### src/rtl/dpram_fifo_ctrl_2048x8.sv
// FIFO controller for an external 2048 x 8 dual-port RAM with a registered read port.
// It drives the RAM ports, tracks occupancy and raises status and sticky error flags.
module dpram_fifo_ctrl_2048x8 #(
    parameter int DEPTH_LOG2 = 11,
    parameter int WIDTH      = 8,
    parameter int AF_THRESH  = 2040,
    parameter int AE_THRESH  = 8
) (
    input  logic                  clk,
    input  logic                  rst_n,
    input  logic                  flush,
    input  logic                  push,
    input  logic [0:WIDTH-1]      push_data,
    input  logic                  pop,
    output logic [0:WIDTH-1]      pop_data,
    output logic                  pop_valid,
    output logic                  full,
    output logic                  empty,
    output logic                  almost_full,
    output logic                  almost_empty,
    output logic [0:DEPTH_LOG2]   count,
    output logic                  overflow,
    output logic                  underflow,
    input  logic                  clr_err,
    output logic                  ram_wen,
    output logic [0:DEPTH_LOG2-1] ram_waddr,
    output logic [0:WIDTH-1]      ram_data_in,
    output logic                  ram_ren,
    output logic [0:DEPTH_LOG2-1] ram_raddr,
    input  logic [0:WIDTH-1]      ram_data_out
);

    localparam logic [0:DEPTH_LOG2]   DEPTH_C = {1'b1, {DEPTH_LOG2{1'b0}}};
    localparam logic [0:DEPTH_LOG2]   AF_C    = (DEPTH_LOG2+1)'(AF_THRESH);
    localparam logic [0:DEPTH_LOG2]   AE_C    = (DEPTH_LOG2+1)'(AE_THRESH);
    localparam logic [0:DEPTH_LOG2-1] PTR_ONE = {{(DEPTH_LOG2-1){1'b0}}, 1'b1};
    localparam logic [0:DEPTH_LOG2]   CNT_ONE = {{DEPTH_LOG2{1'b0}}, 1'b1};

    logic [0:DEPTH_LOG2-1] wptr_r;
    logic [0:DEPTH_LOG2-1] rptr_r;
    logic [0:DEPTH_LOG2]   count_r;
    logic [0:DEPTH_LOG2]   count_nxt_s;
    logic                  pop_valid_r;
    logic                  overflow_r;
    logic                  underflow_r;
    logic                  full_s;
    logic                  empty_s;
    logic                  push_acc_s;
    logic                  pop_acc_s;

    // Flags are decoded from the registered count only.
    always_comb begin
        full_s  = (count_r == DEPTH_C);
        empty_s = (count_r == {(DEPTH_LOG2+1){1'b0}});
    end

    // Accept decisions; a full FIFO with push+pop takes only the pop, an empty one only the push.
    always_comb begin
        push_acc_s = push & ~full_s & ~flush;
        pop_acc_s  = pop & ~empty_s & ~flush;
    end

    // Occupancy next-state.
    always_comb begin
        count_nxt_s = count_r;
        if (push_acc_s && !pop_acc_s) begin
            count_nxt_s = count_r + CNT_ONE;
        end else if (pop_acc_s && !push_acc_s) begin
            count_nxt_s = count_r - CNT_ONE;
        end else begin
            count_nxt_s = count_r;
        end
    end

    // Pointers, count and read-data qualifier.
    always_ff @(posedge clk or negedge rst_n) begin
        if (!rst_n) begin
            wptr_r      <= {DEPTH_LOG2{1'b0}};
            rptr_r      <= {DEPTH_LOG2{1'b0}};
            count_r     <= {(DEPTH_LOG2+1){1'b0}};
            pop_valid_r <= 1'b0;
        end else if (flush) begin
            wptr_r      <= {DEPTH_LOG2{1'b0}};
            rptr_r      <= {DEPTH_LOG2{1'b0}};
            count_r     <= {(DEPTH_LOG2+1){1'b0}};
            pop_valid_r <= 1'b0;
        end else begin
            if (push_acc_s) begin
                wptr_r <= wptr_r + PTR_ONE;
            end
            if (pop_acc_s) begin
                rptr_r <= rptr_r + PTR_ONE;
            end
            count_r     <= count_nxt_s;
            pop_valid_r <= pop_acc_s;
        end
    end

    // Sticky error flags; a new error in the clearing cycle keeps the flag set.
    always_ff @(posedge clk or negedge rst_n) begin
        if (!rst_n) begin
            overflow_r  <= 1'b0;
            underflow_r <= 1'b0;
        end else begin
            if (push && full_s) begin
                overflow_r <= 1'b1;
            end else if (clr_err) begin
                overflow_r <= 1'b0;
            end
            if (pop && empty_s) begin
                underflow_r <= 1'b1;
            end else if (clr_err) begin
                underflow_r <= 1'b0;
            end
        end
    end

    assign ram_wen      = push_acc_s;
    assign ram_waddr    = wptr_r;
    assign ram_data_in  = push_data;
    assign ram_ren      = pop_acc_s;
    assign ram_raddr    = rptr_r;
    assign pop_data     = ram_data_out;
    assign pop_valid    = pop_valid_r;
    assign full         = full_s;
    assign empty        = empty_s;
    assign almost_full  = (count_r >= AF_C);
    assign almost_empty = (count_r <= AE_C);
    assign count        = count_r;
    assign overflow     = overflow_r;
    assign underflow    = underflow_r;

endmodule

### config.mk
export PLATFORM = sky130hd
export DESIGN_NAME = dpram_fifo_ctrl_2048x8
export DESIGN_NICKNAME = d
export VERILOG_FILES = /design/src/rtl/dpram_fifo_ctrl_2048x8.sv
export SDC_FILE = /design/constraint.sdc
export NUM_CORES = 1
export LEC_CHECK = 0
export ABC_AREA = 1
export BUFFER_PORTS_ARGS = -buffer_cell sky130_fd_sc_hd__buf_4
export CORE_AREA = 2 2 72 74
export CTS_CLUSTER_SIZE = 16
export DETAILED_ROUTE_END_ITERATION = 10
export DIE_AREA = 0 0 74 76
export PLACE_DENSITY = 0.83
export SYNTH_ARGS = -nofsm -noshare
export SYNTH_HDL_FRONTEND = slang
export SYNTH_SLANG_ARGS = --single-unit
### constraint.sdc
create_clock -name clk -period 4 [get_ports clk]
set_input_delay 0.4 -clock clk [delete_from_list [all_inputs] [get_ports clk]]
set_output_delay 0.4 -clock clk [all_outputs]
set_load 0.01 [all_outputs]
==> flow_summary.ini <==
[status]
status = finished clean

[worst_setup_path]
worstReg2RegEnd = count[2]
arrival_ns = 3.34
worstReg2RegStart = count[11]
critPathRequiredTime_ns = 4.17
reg2reg_depth = 14
r2r_slack_ns = 0.82
worst-path-max-fanout = 13
worst-setup-path-type = register to register
crit_path_end_kind = register
cp-start-kind = register

[detailed_routing]
vias = 2408
first_pass_iters = 4
totalWireLength_um = 6250
first_iter_violations = 192
viasPerCell = 5.46
post-route-drc-count = 0
routedWlPerCell_um = 14.2
antenna_left = 0

[layout]
multi_input_comb_area_sq_um = 1370
diodes = 0
fin_nets = 405
final_cell_mix = 65 x nand2_1, 48 x buf_4, 40 x inv_1
seq_area_sq_um = 926
drive_above_1_share_pct = 21.3
syn2layout_area_growth_pct = 16.9
final_common_cell = nand2_1
fillCellCount = 447

[power_and_ir_drop]
static-leakage-power_nw = 1.51
irDropWorstVdd_mv = 0.385
powerDensity_nw_per_um2 = 588
finalPower_w = 0.00179

[logic_synthesis]
synth_area_per_cell_sq_um = 7.78
yosys.area_share.simple_pct = 30.6
synth_adder_area_share_pct = 6.55
syn_nets = 369
synth_cells = 334
synth_xor_area_share_pct = 3.37
synth_compound_area_share_pct = 12.2
syn-cell-area_sq_um = 2600
yosys_warnings = 0
ys_seq_area_share_pct = 35.6
ys.flop_type = dfrtp_1
ys_ff_latch = 37
synth.area.mux_share_pct = 0
synth-edff-count = 0
async_reset_ff_share_pct = 100
synth_top_family_by_area = simple AND/OR/NAND/NOR gates
synth_cell_type_count = 38

[clock_network]
ctsHoldBuffers = 0
post_cts_resized = 0
cts_made_buffers = 5
htree_levels = 2
clock-sinks = 37
cts_setup_buffers = 0
clk_path_buf_depth = 2
worstSkewPairLatency_ns = 0.29
cts_tree = done
cts_root_buffer = clkbuf_8
cts.reportedPaths.clkPinSlew_ns = 0.08

[floorplan]
die_width_um = 74
num_io_pins = 81
die-area_sq_um = 5620
coreArea_sq_um = 4910
rows = 26
start_util_pct = 52.9
fp.dieH_um = 76

[sta]
min_period_ns = 3.18
finClkSkew_ns = 0.00774
worst_pin_slew_ns = 0.546
grt_setup_unrepaired = no
finalSetupTns_ns = 0
final_max_slew_viol_count = 0
setup_viol = 0
hold_viol_final = 0
timing.final.crit_share_pct = 79.4
maxSlewHeadroom_pct = 63.5
max_freq_ghz = 0.315
hold_slack_ns = 0.0687

[global_routing]
grt_max_degree = 38
grt_usage_pct = 23.3
globalRoute.totalOverflow = 0
antenna_found_initial = 0
grt_pass1_vias = 2197
grt_pass1_wl_um = 10400

[place]
place.gp.congestion = 0.884
dp_hpwl_um = 4680
portBuffers = 48

[job]
timing.max_cap.violations = 0

[hold_path]
hold_path_class = input pin to async pin
-- Yosys cell counts, drive strengths merged, types with 2 or more instances --
cell / count / share of area [%]
a31oi: 3 / 0.72
nor2: 36 / 5.9
inv: 41 / 5.9
nand4: 9 / 2.2
nor4: 3 / 0.72
and3: 2 / 0.48
o21ai: 26 / 5.6
a21oi: 17 / 3.9
buf: 18 / 5.4
xor2: 8 / 2.7
dfrtp: 37 / 36
ha: 12 / 5.8
xnor2: 2 / 0.67
nand2: 75 / 14
nor3: 7 / 1.8
o22ai: 6 / 1.4
nand3: 25 / 5.3
-- area by class of cell --
type / instances / area share, %
multi-input cells: 236 / 45.1
clock inverters: 3 / 2.14
clock buffers: 5 / 2.27
repair buffers: 48 / 11.9
inverters: 42 / 5.23
flip-flops and latches: 37 / 30.5
well taps: 70 / 2.89
-- worst max-delay path: stages, from the launching register on --
cell,delay [ns]
dfrtp_1,0.47
nor2_1,0.20
nand2_2,0.08
nor2_4,0.17
nand2_4,0.12
nand2_8,0.11
nand3_1,0.42
ha_1,0.59
nand2_1,0.13
o21ai_0,0.29
nand2_1,0.15
nand3_1,0.10
nand2_1,0.06
nand3_1,0.07
o21ai_0,0.09
-- cell families (layout without fill, tap and decap cells) --
family,Yosys count,count (layout)
flops,37,37
xor+xnor,10,10
buf+inv,61,98
compound gates,54,54
simple gates,159,159
fa+ha+maj,13,13
-- layer usage --
| metal | track usage, % | wire length (um) | up-vias |
|---|---|---|---|
| met4 | 7.45 | 126 | 0 |
| met1 | 31.1 | 2630 | 1116 |
| li1 | - | - | 1171 |
| met5 | 0 | 0 | - |
| met2 | 37.4 | 3070 | 107 |
| met3 | 4.89 | 416 | 14 |
-- sequential cells by signal (all words and copies together), names as in the netlist --
| register | count |
|---|---|
| ram_waddr | 11 |
| count | 12 |
| ram_raddr | 11 |
| underflow | 1 |
| pop_valid | 1 |
| overflow | 1 |
-- how the worst max path moves through the flow --
stage,depth (start not counted),startpoint,endpoint
global placement,12,count[11],count[6]
global route,14,count[11],count[2]
detailed placement,14,count[11],count[2]
floorplan,14,count[11],count[0]
CTS,14,count[11],count[2]
finish,14,count[11],count[2]
-- stage by stage --
stage / instances / utilization, % / area [sq um] / worst slack, ns
after floorplan: 334 / - / 2600 / 1.32
after CTS: 441 / 61.8 / 3040 / 0.854
after global routing: 441 / 61.8 / 3040 / 0.505
final: 441 / 61.8 / 3040 / 0.824
after global placement: 433 / 59.1 / 2900 / 0.977
after detailed placement: 433 / 59.1 / 2900 / 0.883
-- power by group --
| part | internal (W) | total, W | switching (W) |
|---|---|---|---|
| Combinational | 0.000344 | 0.000884 | 0.000540 |
| Sequential | 0.000430 | 0.000508 | 0.0000783 |
| Clock | 0.000248 | 0.000394 | 0.000146 |
| Total | 0.00102 | 0.00179 | 0.000764 |
Power figures use the tool's default switching activity.
